<file path="config.mk">
export PLATFORM = sky130hd
export DESIGN_NAME = timekeep_multimode
export DESIGN_NICKNAME = d
export VERILOG_FILES = /design/src/rtl/timekeep_pkg.sv /design/src/rtl/hms_counter.sv /design/src/rtl/timekeep_multimode.sv
export SDC_FILE = /design/constraint.sdc
export NUM_CORES = 1
export LEC_CHECK = 0
export ABC_AREA = 0
export CAP_MARGIN = 20
export CORE_MARGIN = 2
export CORE_UTILIZATION = 45
export CTS_BUF_LIST = sky130_fd_sc_hd__clkbuf_8
export DETAILED_ROUTE_END_ITERATION = 8
export PLACE_DENSITY = 0.71
export REMOVE_ABC_BUFFERS = 1
export SETUP_SLACK_MARGIN = 0.3
export SYNTH_ARGS = -nofsm -noshare
export SYNTH_HDL_FRONTEND = slang
export SYNTH_HIERARCHICAL = 1
export SYNTH_SLANG_ARGS = --single-unit
</file>
<file path="constraint.sdc">
create_clock -name clk_i -period 2.6 [get_ports clk_i]
set_input_delay 0.65 -clock clk_i [delete_from_list [all_inputs] [get_ports clk_i]]
set_output_delay 0.65 -clock clk_i [all_outputs]
set_load 0.1 [all_outputs]
</file>
<file path="src/rtl/timekeep_pkg.sv">
// Shared types and limits for the multimode timekeeping core.
package timekeep_pkg;

   typedef enum logic [1:0] {
      MODE_12H   = 2'd0,
      MODE_24H   = 2'd1,
      MODE_TIMER = 2'd2,
      MODE_SW    = 2'd3
   } mode_e;

   typedef enum logic [1:0] {
      T_IDLE = 2'd0,
      T_RUN  = 2'd1,
      T_DONE = 2'd2
   } tmr_state_e;

   typedef enum logic [1:0] {
      S_IDLE  = 2'd0,
      S_RUN   = 2'd1,
      S_PAUSE = 2'd2
   } sw_state_e;

   localparam int unsigned MS_MAX  = 999;
   localparam int unsigned SEC_MAX = 59;
   localparam int unsigned MIN_MAX = 59;
   localparam int unsigned HR_MAX  = 23;

   typedef struct packed {
      logic [4:0] hour;
      logic [5:0] min;
      logic [5:0] sec;
      logic [9:0] ms;
   } hms_t;

   // A set request is accepted only when every field is a legal time-of-day value.
   function automatic logic set_in_range(input logic [4:0] hour, input logic [5:0] min,
                                         input logic [5:0] sec);
      return (hour <= 5'(HR_MAX)) && (min <= 6'(MIN_MAX)) && (sec <= 6'(SEC_MAX));
   endfunction

endpackage

</file>
<file path="src/rtl/hms_counter.sv">
// H:M:S.ms cascade counter with up/down count, load (ms forced to 0) and clear.
module hms_counter
   import timekeep_pkg::*;
(
   input  logic clk_i,
   input  logic rst_ni,
   input  logic en_i,
   input  logic up_i,
   input  logic load_i,
   input  logic clear_i,
   input  hms_t load_val_i,
   output hms_t cnt_o,
   output logic zero_o
);

   hms_t cnt_q, cnt_d;

   // Next count: clear beats load beats a counting step; both directions wrap over 24 h.
   always_comb begin
      cnt_d = cnt_q;
      if (clear_i) begin
         cnt_d = '0;
      end else if (load_i) begin
         cnt_d    = load_val_i;
         cnt_d.ms = '0;
      end else if (en_i) begin
         if (up_i) begin
            if (cnt_q.ms == 10'(MS_MAX)) begin
               cnt_d.ms = '0;
               if (cnt_q.sec == 6'(SEC_MAX)) begin
                  cnt_d.sec = '0;
                  if (cnt_q.min == 6'(MIN_MAX)) begin
                     cnt_d.min  = '0;
                     cnt_d.hour = (cnt_q.hour == 5'(HR_MAX)) ? 5'd0 : cnt_q.hour + 5'd1;
                  end else begin
                     cnt_d.min = cnt_q.min + 6'd1;
                  end
               end else begin
                  cnt_d.sec = cnt_q.sec + 6'd1;
               end
            end else begin
               cnt_d.ms = cnt_q.ms + 10'd1;
            end
         end else begin
            if (cnt_q.ms == 10'd0) begin
               cnt_d.ms = 10'(MS_MAX);
               if (cnt_q.sec == 6'd0) begin
                  cnt_d.sec = 6'(SEC_MAX);
                  if (cnt_q.min == 6'd0) begin
                     cnt_d.min  = 6'(MIN_MAX);
                     cnt_d.hour = (cnt_q.hour == 5'd0) ? 5'(HR_MAX) : cnt_q.hour - 5'd1;
                  end else begin
                     cnt_d.min = cnt_q.min - 6'd1;
                  end
               end else begin
                  cnt_d.sec = cnt_q.sec - 6'd1;
               end
            end else begin
               cnt_d.ms = cnt_q.ms - 10'd1;
            end
         end
      end
   end

   // Count register.
   always_ff @(posedge clk_i or negedge rst_ni) begin
      if (!rst_ni) cnt_q <= '0;
      else         cnt_q <= cnt_d;
   end

   assign cnt_o  = cnt_q;
   assign zero_o = (cnt_q == '0);

endmodule

</file>
<file path="src/rtl/timekeep_multimode.sv">
// Clock, countdown timer and stopwatch sharing a 1 kHz tick, with one registered display tuple.
module timekeep_multimode
   import timekeep_pkg::*;
#(
   parameter int unsigned CLK_HZ = 100_000_000,
   parameter int unsigned DIV    = CLK_HZ / 1000
) (
   input  logic       clk_i,
   input  logic       reset_i,
   input  logic [1:0] mode_i,
   input  logic       start_stop_i,
   input  logic       lap_i,
   input  logic       clear_i,
   input  logic       set_i,
   input  logic [4:0] set_hour_i,
   input  logic [5:0] set_min_i,
   input  logic [5:0] set_sec_i,
   output logic [4:0] hour_o,
   output logic [5:0] min_o,
   output logic [5:0] sec_o,
   output logic [9:0] ms_o,
   output logic       pm_o,
   output logic       alarm_o,
   output logic       tick_o
);

   localparam int unsigned DivW = $clog2(DIV);

   logic [DivW-1:0] pre_q;
   logic            tick;

   assign tick = (pre_q == DivW'(DIV - 1));

   // Prescaler: 0..DIV-1, tick on the terminal count.
   always_ff @(posedge clk_i or negedge reset_i) begin
      if (!reset_i)  pre_q <= '0;
      else if (tick) pre_q <= '0;
      else           pre_q <= pre_q + DivW'(1);
   end

   // Pulse routing: controls only reach the function chosen by mode_i.
   mode_e mode;
   hms_t  set_val;
   logic  set_ok;
   assign mode    = mode_e'(mode_i);
   assign set_val = '{hour: set_hour_i, min: set_min_i, sec: set_sec_i, ms: 10'd0};
   assign set_ok  = set_i && set_in_range(set_hour_i, set_min_i, set_sec_i);

   logic clk_load, tmr_load, tmr_clear, tmr_ss, sw_clear, sw_ss, sw_lap;
   assign clk_load  = set_ok && ((mode == MODE_12H) || (mode == MODE_24H));
   assign tmr_load  = set_ok && (mode == MODE_TIMER);
   assign tmr_clear = clear_i && (mode == MODE_TIMER);
   assign tmr_ss    = start_stop_i && (mode == MODE_TIMER);
   assign sw_clear  = clear_i && (mode == MODE_SW);
   assign sw_ss     = start_stop_i && (mode == MODE_SW);
   assign sw_lap    = lap_i && (mode == MODE_SW);

   tmr_state_e tmr_state_q;
   sw_state_e  sw_state_q;
   logic       alarm_q, lap_q;
   hms_t       snap_q;
   hms_t       clk_cnt, tmr_cnt, sw_cnt;
   logic       clk_zero, tmr_zero, sw_zero, tmr_last;

   hms_counter u_clock (
      .clk_i     (clk_i),
      .rst_ni    (reset_i),
      .en_i      (tick),
      .up_i      (1'b1),
      .load_i    (clk_load),
      .clear_i   (1'b0),
      .load_val_i(set_val),
      .cnt_o     (clk_cnt),
      .zero_o    (clk_zero)
   );

   hms_counter u_timer (
      .clk_i     (clk_i),
      .rst_ni    (reset_i),
      .en_i      (tick && (tmr_state_q == T_RUN)),
      .up_i      (1'b0),
      .load_i    (tmr_load),
      .clear_i   (tmr_clear),
      .load_val_i(set_val),
      .cnt_o     (tmr_cnt),
      .zero_o    (tmr_zero)
   );

   hms_counter u_stopwatch (
      .clk_i     (clk_i),
      .rst_ni    (reset_i),
      .en_i      (tick && (sw_state_q == S_RUN)),
      .up_i      (1'b1),
      .load_i    (1'b0),
      .clear_i   (sw_clear),
      .load_val_i(set_val),
      .cnt_o     (sw_cnt),
      .zero_o    (sw_zero)
   );

   logic unused_zero;
   assign unused_zero = clk_zero ^ sw_zero;

   // The decrement from 00:00:00.001 is the one that expires the timer.
   assign tmr_last = (tmr_cnt.hour == 5'd0) && (tmr_cnt.min == 6'd0) &&
                     (tmr_cnt.sec == 6'd0) && (tmr_cnt.ms == 10'd1);

   // Timer FSM with sticky alarm; set/clear override everything, including a tick.
   always_ff @(posedge clk_i or negedge reset_i) begin
      if (!reset_i) begin
         tmr_state_q <= T_IDLE;
         alarm_q     <= 1'b0;
      end else if (tmr_clear || tmr_load) begin
         tmr_state_q <= T_IDLE;
         alarm_q     <= 1'b0;
      end else begin
         case (tmr_state_q)
            T_IDLE: if (tmr_ss && !tmr_zero) tmr_state_q <= T_RUN;
            T_RUN: begin
               if (tick && tmr_last) begin
                  tmr_state_q <= T_DONE;
                  alarm_q     <= 1'b1;
               end else if (tmr_ss) begin
                  tmr_state_q <= T_IDLE;
               end
            end
            T_DONE:  tmr_state_q <= T_DONE;
            default: tmr_state_q <= T_IDLE;
         endcase
      end
   end

   // Stopwatch FSM and lap freeze; clear beats start/stop and lap in the same cycle.
   always_ff @(posedge clk_i or negedge reset_i) begin
      if (!reset_i) begin
         sw_state_q <= S_IDLE;
         lap_q      <= 1'b0;
         snap_q     <= '0;
      end else if (sw_clear) begin
         sw_state_q <= S_IDLE;
         lap_q      <= 1'b0;
      end else begin
         case (sw_state_q)
            S_IDLE:  if (sw_ss) sw_state_q <= S_RUN;
            S_RUN:   if (sw_ss) sw_state_q <= S_PAUSE;
            S_PAUSE: if (sw_ss) sw_state_q <= S_RUN;
            default: sw_state_q <= S_IDLE;
         endcase
         if (sw_lap && (sw_state_q != S_IDLE)) begin
            lap_q <= !lap_q;
            if (!lap_q) snap_q <= sw_cnt;
         end
      end
   end

   hms_t disp_d, disp_q;
   logic pm_d, pm_q;

   // Display mux, including the 12 h hour mapping.
   always_comb begin
      disp_d = clk_cnt;
      pm_d   = 1'b0;
      case (mode)
         MODE_12H: begin
            pm_d = (clk_cnt.hour >= 5'd12);
            if (clk_cnt.hour == 5'd0)      disp_d.hour = 5'd12;
            else if (clk_cnt.hour > 5'd12) disp_d.hour = clk_cnt.hour - 5'd12;
         end
         MODE_24H:   disp_d = clk_cnt;
         MODE_TIMER: disp_d = tmr_cnt;
         MODE_SW:    disp_d = lap_q ? snap_q : sw_cnt;
         default:    disp_d = clk_cnt;
      endcase
   end

   // Output registers.
   always_ff @(posedge clk_i or negedge reset_i) begin
      if (!reset_i) begin
         disp_q <= '0;
         pm_q   <= 1'b0;
      end else begin
         disp_q <= disp_d;
         pm_q   <= pm_d;
      end
   end

   assign hour_o  = disp_q.hour;
   assign min_o   = disp_q.min;
   assign sec_o   = disp_q.sec;
   assign ms_o    = disp_q.ms;
   assign pm_o    = pm_q;
   assign alarm_o = alarm_q;
   assign tick_o  = tick;

endmodule

</file>
==> results of run 1 <==
power by group through the flow:
stage | Combinational, mW | Clock [mW] | Sequential, mW
after floorplan | 1.61 | 0 | 3.70
after detailed placement | 3.07 | 0 | 3.19
final | 3.26 | 1.90 | 3.16
after CTS | 3.14 | 1.94 | 3.15
after global routing | 3.47 | 2.02 | 3.21
after global placement | 3.01 | 0 | 3.18
critical path: cells and delay by family (launching register included):
kind                   cells  cell delay, ns
AO/OA/AOI/OAI              1            0.18
buffers and inverters      5            0.62
AND/OR/NAND/NOR            5            0.95
multiplexers               1            0.30
flip-flops                 1            0.42
layout by cell type, fill, tap and decap left out, types with 11 or more instances in the layout:
master,n
nand4_1,28
buf_6,19
a21oi_1,72
a31oi_1,24
dfrtp_1,159
a211o_1,12
nor4_1,19
o21ai_1,13
mux2_2,31
o21ai_0,75
nand3_1,45
clkdlybuf4s50_1,21
o22ai_1,11
o21a_1,11
nor2b_1,16
nand2_1,95
ha_1,31
nor2_1,109
mux2_4,34
mux2i_1,45
buf_4,161
xnor2_1,31
or3_1,11
xor2_1,14
and3_1,13
inv_1,58
nand2b_1,25
clkbuf_8,20
nor3_1,49
o211ai_1,13
sequential cells by signal (all words and copies together), names as in the netlist:
name / flops
ms_o: 10
pre_q: 17
u_clock/cnt_o: 27
pm_o: 1
sec_o: 6
u_timer/cnt_o: 27
lap_q: 1
hour_o: 5
u_stopwatch/cnt_o: 27
snap_q: 27
tmr_state_q: 2
min_o: 6
alarm_o: 1
sw_state_q: 2
repair_timing:
action                     in CTS  in global routing
hold buffers                    0                  0
cloned                          1                  0
gates resized for setup        74                 48
pin swaps                      45                 30
setup buffers                  21                  8
setup endpoints to repair      56                 60
per-layer routing:
metal  up-vias  global-route usage (%)
li1       5433                       -
met4         0                   10.38
met5         -                       0
met3       104                   3.601
met1      5706                   35.21
met2       537                   42.52
final timing paths:
path | slack (ns) | end | depth (start not counted) | from
setup / recovery | 0.01 | u_clock/cnt_o[24]$_DFFE_PN0P_ | 12 | pre_q[12]$_DFF_PN0_
hold / removal | 0.11 | u_timer/cnt_o[4]$_DFFE_PN0N_ | 1 | reset_i
setup reg to reg | 0.01 | u_clock/cnt_o[24]$_DFFE_PN0P_ | 12 | pre_q[12]$_DFF_PN0_
hold reg to reg | 0.50 | pre_q[15]$_DFF_PN0_ | 1 | pre_q[15]$_DFF_PN0_
max in group asynchronous | 1.76 | u_clock/cnt_o[15]$_DFFE_PN0P_ | 2 | reset_i
min in group clk_i | 0.50 | pre_q[15]$_DFF_PN0_ | 1 | pre_q[15]$_DFF_PN0_
layout make-up:
type                       count  area [um^2]
clock buffer                  20        275.3
clock inverter                10        113.9
fill                        2320        12010
inverter                      67        259.0
multi-input combinational   1081         7924
sequential                   159         3979
tap                          341        426.7
timing repair buffer         211         1815
stage by stage:
step | cell area, um^2 | setup TNS, ns
final | 14790 | 0
after global routing | 14790 | -0.7322
after CTS | 14530 | 0
after detailed placement | 13640 | -8.632
after global placement | 13640 | -6.324
after floorplan | 11760 | -21.51
==> results_dict.tcl, run 1 <==
set metrics [dict create \
    postRouteWirelength_mm 37.63 \
    clk_latency_ns 0.47 \
    dieArea_mm2 0.02850 \
    cts_inserted_buffers 17 \
    cts-root-buf "clkbuf_8" \
    maxCapViolations 0 \
    place.detailed.hpwl_mm 25.89 \
    end_kind "flop" \
    antenna_left 0 \
    synth_cells 1403 \
    portBuffers 54 \
    initial_utilization_pct 45.61 \
    grt_pass1_vias 11120 \
    place.gp.congestion 0.9519 \
    ir_drop_mv 0.4918 \
    pwr-share-comb_pct 39.2 \
    avgSynthCellArea_um2 8.713 \
    p_int_mw 5.042 \
    drt_iter0_markers 1264 \
    power_frac_seq_pct 38.0 \
    final_cells 1889 \
    fin_crit_ns 2.589 \
    grt_max_degree 49 \
    die_w_um 168.8 \
    cp_common_cell "buf_6" \
    p_sw_mw 3.274 \
    route.met3.wl_mm 2.441 \
    syn_to_final_growth_pct 21.01 \
    drc_errors 0 \
    avgRoutedWirePerCell_um 19.92 \
    crit_type "reg -> reg" \
    setup_ws_ns 0.01053 \
    routed-wl-met2_mm 17.78 \
    topRoutingLayerUsed "met4" \
    min_period_over_period_pct 99.59 \
    htree_levels 4 \
    p_clk_share_pct 22.8 \
    slew_headroom_pct 30.28 \
    cp.arrival_ns 2.94 \
    clockBufferDepth 2 \
    finalPower_mw 8.316 \
    cellLeakagePower_nw 6.285 \
    clkTransAtPathRegs_ns 0.10 \
    rsz0062_at_grt "true" \
    grt_use_total_pct 26.11 \
    nNetsFinal 1595 \
    status "finished, final reports clean" \
    die_y_um 168.8 \
    fin_skew_ns 0.02390 \
    whs_ns 0.1132 \
    drive_gt1_share_pct 24.94 \
    crit_slowest_cell "dfrtp_1" \
    fmax_ghz 0.3862 \
    antennaDiodeCount 0 \
    dp_cells 1829 \
    hp-class "in -> async" \
    netlist_area_mm2 0.01222 \
    worst-path-max-fanout 8 \
    grt_pass1_wl_mm 59.42 \
    ios 55 \
    power.density_mw_per_mm2 562.2 \
    antenna_found_initial 0 \
    worstMarginPinSlew_ns 1.038 \
    rows 60 \
    cp.required_ns 2.95 \
    fin_util_pct 55.20 \
    core-area_mm2 0.02680 \
    place_ws_ns -0.3533 \
    vias_per_cell 6.236 \
    p_sw_share_pct 39.37 \
    cts_tree "yes" \
    crit_path_max_incr_delay_ns 0.42 \
    grt-ovfl-total 0 \
    vias 11780 \
    startpoint_type "flop" \
    drv_slew 0 \
    drt_pre_antenna_iters 6 \
    clock-sinks 159 \
    wl_met1_mm 15.97 \
    crit_path_cell_trace "nor4b_4, nand4_4, buf_6, inv_8, buf_6, nand2_4, nor4b_4, buf_4, buf_6, o221ai_4, nand2_2, mux2_4" \
    setup_viol 0 \
    yosys_warnings 6 \
    final_hold_viol_count 0 \
]
Note: power is estimated with default switching activity, not from simulation.
==> inputs of run 2 (changes only) <==
--- a/config.mk
+++ b/config.mk
@@ -11,10 +11,9 @@
 export CORE_UTILIZATION = 45
 export CTS_BUF_LIST = sky130_fd_sc_hd__clkbuf_8
 export DETAILED_ROUTE_END_ITERATION = 8
-export PLACE_DENSITY = 0.71
+export PLACE_DENSITY = 0.72
 export REMOVE_ABC_BUFFERS = 1
 export SETUP_SLACK_MARGIN = 0.3
 export SYNTH_ARGS = -nofsm -noshare
 export SYNTH_HDL_FRONTEND = slang
-export SYNTH_HIERARCHICAL = 1
 export SYNTH_SLANG_ARGS = --single-unit
==> run 2 against run 1 <==
Clock power is essentially flat; design area shrank 25%; critical path depth shrank 8; synthesized area shrank 28%; synthesized cell count shrank 36%; die area shrank 27%; largest power group is now sequential cells; via count shrank 35%; sequential share of layout area grew 8.9 points; highest routed layer unchanged.
==> results_dict.tcl, run 2 <==
set metrics [dict create \
    r2r_end "u_clock.cnt_o[25]$_DFFE_PN0P_" \
    yosysTopAreaCell "dfrtp_1" \
    power.density_mw_per_mm2 696.6 \
    min_period_over_period_pct 97.17 \
    portBuffers 54 \
    drt_pre_antenna_iters 5 \
    antennaDiodeCount 0 \
    netlist_area_mm2 0.008795 \
    avgRoutedWirePerCell_um 18.41 \
    grt_use_total_pct 23.49 \
    nNetsFinal 1083 \
    worstMarginPinSlew_ns 0.5794 \
    place.gp.congestion 0.9428 \
    vias_per_cell 5.809 \
    cp.required_ns 1.95 \
    clk_latency_ns 0.47 \
    place.detailed.hpwl_mm 16.91 \
    synth_top_area_share_pct 45.24 \
    maxCapViolations 0 \
    fin_skew_ns 0.01743 \
    antenna_left 0 \
    synth.area.top_cells "dfrtp_1, mux2_2, mux2i_1" \
    setup_viol 0 \
    rr_startpoint "pre_q[14]$_DFF_PN0_" \
    layout_commonest_cell "dfrtp_1" \
    die_y_um 143.8 \
    synth_flop_cell "dfrtp_1" \
    drc_errors 0 \
    cts_tree "yes" \
    synth-xor-area-share_pct 2.988 \
    grt_pass1_vias 7181 \
    drive_gt1_share_pct 27.13 \
    startpoint_type "flop" \
    ff2ff_path_depth 9 \
    ys_ff_latch 159 \
    antenna_found_initial 0 \
    place_ws_ns -0.1311 \
    worst-path-max-fanout 3 \
    grt_max_degree 59 \
    status "finished, final reports clean" \
    yosys_warnings 0 \
    cellLeakagePower_nw 4.933 \
    clkTransAtPathRegs_ns 0.09 \
    clock-sinks 159 \
    synth.most_common_cell "dfrtp_1" \
    rows 51 \
    ios 55 \
    slew_headroom_pct 61.14 \
    htree_levels 4 \
    synth_cells 897 \
    final_cells 1312 \
    ir_drop_mv 0.3558 \
    final-seq-area_mm2 0.003980 \
    grt_pass1_wl_mm 37.58 \
    synth_fa_ha_area_share_pct 3.130 \
    vias 7621 \
    fmax_ghz 0.3958 \
    cp.arrival_ns 1.88 \
    crit_type "reg -> out" \
    avgSynthCellArea_um2 9.805 \
    layout_common_cells "dfrtp_1, buf_4, nor2_1, nand2_1, mux2_2" \
    initial_utilization_pct 45.49 \
    die_w_um 143.8 \
    yosys.area_share.simple_pct 19.35 \
    synth_common_cells "dfrtp_1, nor2_1, nand2_1, mux2_2, a21oi_1" \
    fin_crit_ns 2.526 \
    synth_top_family_by_area "simple AND/OR/NAND/NOR gates" \
    synth_cell_types 71 \
    cts_inserted_buffers 17 \
    drt_iter0_markers 657 \
    grt-ovfl-total 0 \
    synth-compound-area-share_pct 14.60 \
    whs_ns 0.1439 \
    drv_slew 0 \
    postRouteWirelength_mm 24.16 \
    dp_cells 1250 \
    synthMuxAreaShare_pct 12.11 \
    final_hold_viol_count 0 \
    r2r_slack_ns 0.21 \
    core-area_mm2 0.01933 \
    cts-root-buf "clkbuf_8" \
    async_flop_share_pct 100.0 \
    rsz0062_at_grt "true" \
    fillCellCount 1630 \
    syn_to_final_growth_pct 26.28 \
    ys_seq_area_share_pct 45.24 \
    setup_ws_ns 0.07353 \
    multi_input_area_mm2 0.004918 \
    end_kind "primary output" \
    fin_util_pct 57.44 \
    dieArea_mm2 0.02068 \
    hp-class "in -> async" \
    synth-edff-count 0 \
    clockBufferDepth 2 \
]
[run 2: changes by cell type in the layout (fill, tap and decap cells not counted), moves of 30 or more]
cell / delta
buf_4: -40
inv_1: -39
mux2_4: -33
nor2_1: -30
nor3_1: -31
o21ai_0: -33
[run 2: layout make-up]
class / instances / area share (%)
clock buffers: 18 / 2.231
multi-input cells: 679 / 44.29
inverters: 18 / 0.7323
well taps: 265 / 2.986
repair buffers: 161 / 12.60
clock inverters: 12 / 1.329
flip-flops and latches: 159 / 35.84
[run 2: cells by family (layout without fill, tap and decap cells)]
logic type,Yosys count,after routing
XOR/XNOR,30,30
flip-flops,159,159
AND/OR/NAND/NOR,324,324
adder cells (fa/ha/maj),22,22
AO/OA/AOI/OAI,204,204
multiplexers,99,99
buffers and inverters,59,209
[run 2: how the worst max path moves through the flow]
| stage | to | cells past startpoint | slack (ns) | start |
|---|---|---|---|---|
| global route | tick_o | 4 | -0.00001 | pre_q[14]$_DFF_PN0_ |
| CTS | tick_o | 4 | 0.04 | pre_q[8]$_DFF_PN0_ |
| global placement | u_timer.cnt_o[20]$_DFFE_PN0P_ | 6 | -0.12 | set_min_i[5] |
| floorplan | u_stopwatch.cnt_o[9]$_DFFE_PN0P_ | 7 | -0.37 | pre_q[0]$_DFF_PN0_ |
| finish | tick_o | 4 | 0.07 | pre_q[14]$_DFF_PN0_ |
| detailed placement | u_timer.cnt_o[3]$_DFFE_PN0P_ | 7 | -0.13 | mode_i[1] |
[run 2: power breakdown]
group / internal, mW / switching (mW) / leakage (nW)
clock: 0.955 / 0.938 / 0.199
combinational: 0.991 / 1.56 / 2.66
sequential: 2.84 / 0.452 / 2.07
total: 4.78 / 2.95 / 4.93
[run 2: metrics by stage]
stage	setup TNS (ns)	power (mW)	instance area, um^2
after floorplan	-4.428	4.991	8635
after global placement	-0.6797	5.722	10030
after detailed placement	-0.7793	5.789	10030
after CTS	0	7.672	10630
after global routing	-0.000009770	8.145	11110
final	0	7.736	11110
[run 2: timing repair]
action                                  4_1_cts  5_1_grt
setup buffers                                16       15
pin swaps                                     8       36
resized for setup                            23       77
hold buffers                                  0        0
gates cloned                                  0        1
endpoints found under the setup margin       55       44
[run 2: worst max-delay path, stage by stage, from the launching register on]
cell and delay, ns:
dfrtp_1 0.41, and4bb_2 0.35, nand4_1 0.20, bufinv_8 0.27, buf_12 0.17
[run 2: routing by layer]
layer  wire length [um]  GRT usage, %
met2              11450         37.04
met5                  0             0
met4                637         8.050
met3               1155         3.699
met1              10910         33.02
==> RTL change 1, RTL diff (config.mk and constraints of run 1) <==
Change the parameter `CLK_HZ` from 100_000_000 to 25_000_000.
--- a/src/rtl/timekeep_multimode.sv
+++ b/src/rtl/timekeep_multimode.sv
@@ -3,5 +3,5 @@
    import timekeep_pkg::*;
 #(
-   parameter int unsigned CLK_HZ = 100_000_000,
+   parameter int unsigned CLK_HZ = 25_000_000,
    parameter int unsigned DIV    = CLK_HZ / 1000
 ) (
Formal check against the unedited RTL: same outputs for any inputs over 4 cycles, from zero or initial values and one cycle with reset_i low; that may be too few to reach the edited logic, so the function may still have changed.
==> RTL change 1 against run 1 <==
  * The flow now finishes with violations (DRC, setup timing)
  * Largest power group unchanged
  * Routed wire length increased by 0.76%
  * Worst hold slack improved by 0.016 ns
  * Sequential cell count decreased by 2
  * Cell area increased by 1.7%
  * Global-route usage increased by 0.27 points
  * Sequential share of layout area decreased by 0.78 points
  * Area after synthesis decreased by 1.9%
  * Power decreased by 1.1%
  * Largest cell class unchanged
  * Non-clock buffer count increased by 19
  * Setup slack got worse by 0.53 ns
==> RTL change 1: results (changes against run 1) <==
.. list-table::
   :header-rows: 1

   * - Metric
     - Value
   * - Run status
     - finished, violations left
   * - Violated checks
     - DRC, setup timing
   * - Post-Route Setup TNS
     - -22.90 ns (-22.90 ns)
   * - Vias in the first global route
     - 11300 (+1.5%)
   * - Critical Path Max Stage Delay
     - 0.59 ns (+0.17 ns)
   * - Critical-path top delay cell
     - or4_4
   * - Initial DRT Pass Iterations
     - 9 (+3)
   * - Post-Route Skew
     - 0.0196 ns (-0.00432 ns)
   * - Estimated wirelength of the detail-placed design
     - 25.7 mm (-0.87%)
   * - Final setup fails
     - 72 (+72)
   * - Global-route wire length before repair
     - 60.0 mm (+0.99%)
   * - Number of nets in the layout
     - 1604 (+0.56%)
   * - Reg2Reg Launch Point
     - pre_q[4]$_DFF_PN0_
   * - Final WS setup
     - -0.520 ns (-0.531 ns)
   * - Post-Route Utilization
     - 57.6% (+2.4 points)
   * - Worst-Margin Slew
     - 0.977 ns (-0.0605 ns)
   * - Worst slack at placement
     - -0.547 ns (-0.194 ns)
   * - Capturing instance or port of the critical path
     - u_stopwatch/cnt_o[16]$_DFFE_PN0P_
   * - Via count normalized by instance count
     - 6.30 (+1.1%)
   * - Hold Slack
     - 0.129 ns (+0.0160 ns)
   * - Detailed-route DRC error count
     - 4 (+4)
   * - Starting DRT DRC Count
     - 1162 (-8.1%)
   * - Leakage component of the power
     - 6.31 nW (+0.37%)
   * - Largest voltage drop on the vdd net
     - 0.522 mV (+6.1%)
   * - Peak fanout along the critical path
     - 6 (-2)
   * - Clock group power
     - 1.86 mW (-2%)
## RTL change 1: cell type report
cell class	instances	area share [%]
timing repair buffer	230	13.7
sequential	157	26.1
tap	335	2.79
clock inverter	14	0.898
multi-input combinational	1074	53.1
inverter	66	1.73
clock buffer	18	1.65
## RTL change 1: worst register-to-register path, cell delays in order, from the launching register on
cell and delay (ns):
dfrtp_1 0.38, or4b_1 0.53, or4_4 0.59, buf_6 0.16, nor2_4 0.09, nand2_2 0.08, nor4b_4 0.34, buf_4 0.18
buf_6 0.08, or2_4 0.16, a21oi_4 0.10, mux2_4 0.31
## RTL change 1: metal layers
layer	global-route usage, %	up-vias	wire length, microns
met5	0	-	0
met4	11.3	0	1500
met3	3.50	107	2510
met2	43.1	571	18200
met1	35.2	5803	15700
li1	-	5457	-
## RTL change 1: repair_timing
action | 4_1_cts | 5_1_grt
resized for setup | 102 | 85
pin swaps | 47 | 54
setup buffers | 18 | 20
endpoints found under the setup margin | 92 | 85
cloned | 3 | 0
endpoints found under the hold margin | 0 | 0
==> RTL change 2, RTL diff (flow settings as in run 1) <==
Without the edit above. The 3 states of `sw_state_e` get a one-hot encoding in 3 bits.
--- a/src/rtl/timekeep_pkg.sv
+++ b/src/rtl/timekeep_pkg.sv
@@ -15,8 +15,8 @@
    } tmr_state_e;
 
-   typedef enum logic [1:0] {
-      S_IDLE  = 2'd0,
-      S_RUN   = 2'd1,
-      S_PAUSE = 2'd2
+   typedef enum logic [2:0] {
+      S_IDLE  = 3'b001,
+      S_RUN   = 3'b010,
+      S_PAUSE = 3'b100
    } sw_state_e;
 
Function: same outputs for any inputs over 4 cycles, from zero or initial values and one cycle with reset_i low; so few cycles prove little.
==> RTL change 2 against run 1 <==
  * First-iteration DRC count increased by 6.8%
  * Highest routed layer unchanged
  * Synthesized cell count increased by 0.36%
  * Cell area down 0.90%
  * Die area grew 0.58%
  * Non-clock buffer count decreased by 6
  * Clock power up 8%
  * Sequential cell count up 1
  * The run now ends with setup timing left
  * Via count decreased by 0.81%
  * Routed wire length is 0.16% lower
  * Area after synthesis rose by 0.59%
  * Power shrank 3.8%
  * Critical path type unchanged
  * Setup slack got worse by 0.021 ns
==> RTL change 2: results (changes against run 1) <==
.. list-table::
   :header-rows: 1

   * - Metric
     - Value
   * - Filler cell count
     - 2424 (+4.5%)
   * - Worst EP arrival
     - 2.99 ns (+0.05 ns)
   * - Met2 Wirelength
     - 17.3 mm (-2.7%)
   * - Worst slack at placement
     - -0.177 ns (+0.177 ns)
   * - Final setup fails
     - 1 (+1)
   * - Critical Path Max Stage Delay
     - 0.36 ns (-0.06 ns)
   * - Antenna violations before repair
     - 1 (+1)
   * - Initial DRT Pass Iterations
     - 7 (+1)
   * - Post-Route Setup TNS
     - -0.0109 ns (-0.0109 ns)
   * - Routability congestion estimate from global placement
     - 0.950 (-0.23%)
   * - Worst-Margin Slew
     - 0.872 ns (-0.166 ns)
   * - Gate count of the mapped netlist
     - 1408 (+0.36%)
   * - Global-route wire length before repair
     - 59.3 mm (-0.23%)
   * - Hold Slack
     - 0.126 ns (+0.0128 ns)
   * - Gates resized, CTS repair
     - 28 (-62%)
   * - Peak fanout along the critical path
     - 6 (-2)
   * - Run status
     - finished, violations left
   * - Starting DRT DRC Count
     - 1350 (+6.8%)
   * - GR Util All Layers
     - 26.0% (-0.12 points)
   * - Final WS setup
     - -0.0109 ns (-0.0215 ns)
   * - Destination of the worst register-to-register timing path
     - u_stopwatch/cnt_o[23]$_DFFE_PN0P_
   * - Vias in the first global route
     - 11000 (-1.5%)
   * - Violated checks
     - setup timing
   * - Largest voltage drop on the vdd net
     - 0.647 mV (+32%)
   * - Switching power summed over all nets
     - 3.06 mW (-6.6%)
   * - Met1 Wirelength
     - 16.8 mm (+5.0%)
   * - Largest net degree at the start of global routing
     - 61 (+24%)
   * - Depth of the worst register-to-register path
     - 10 (-2)
   * - Post-CTS Repair Setup Buffers
     - 8 (-62%)
   * - Inst Count DP
     - 1839 (+0.55%)
   * - Area after detailed placement
     - 13800 sq um (+1.1%)
   * - Number of nets in the layout
     - 1593 (-0.13%)
RTL change 2: changes by cell type in the layout (fill, tap and decap cells not counted), moves of 4 or more:
cell,run 1,this run
nand3_2,5,1
o21ai_0,75,85
nor2_4,6,1
nand3_1,45,52
o21ai_1,13,7
mux2_2,31,35
buf_6,19,10
RTL change 2: how the worst max path moves through the flow:
| stage | from | end | slack, ns | cells after the start |
|---|---|---|---|---|
| 2_1_floorplan | pre_q[0]$_DFF_PN0_ | u_stopwatch/cnt_o[16]$_DFFE_PN0P_ | -2.20 | 9 |
| 3_3_place_gp | set_sec_i[5] | u_clock/cnt_o[21]$_DFFE_PN0P_ | -0.12 | 9 |
| 3_5_place_dp | set_sec_i[5] | u_clock/cnt_o[21]$_DFFE_PN0P_ | -0.18 | 9 |
| 4_1_cts | pre_q[1]$_DFF_PN0_ | u_stopwatch/cnt_o[23]$_DFFE_PN0P_ | 0.04 | 11 |
| 5_1_grt | pre_q[0]$_DFF_PN0_ | u_stopwatch/cnt_o[23]$_DFFE_PN0P_ | -0.08 | 11 |
| 6_report | pre_q[1]$_DFF_PN0_ | u_stopwatch/cnt_o[23]$_DFFE_PN0P_ | -0.01 | 10 |
RTL change 2: power by group through the flow:
stage / Sequential [mW] / Clock, mW / Combinational, mW
after floorplan: 3.52 / 0 / 1.40
after global placement: 3.09 / 0 / 2.70
after detailed placement: 3.09 / 0 / 2.74
after CTS: 3.05 / 2.08 / 2.78
after global routing: 3.10 / 2.19 / 3.10
final: 3.06 / 2.05 / 2.90
RTL change 2: layout make-up:
class | instances | area share, %
Clock buffer | 18 | 1.69
Multi-Input combinational cell | 1087 | 53.5
Sequential cell | 160 | 27.3
Inverter | 64 | 1.64
Antenna cell | 1 | 0.0171
Timing Repair Buffer | 205 | 11.8
Clock inverter | 13 | 1.17
Tap cell | 341 | 2.91
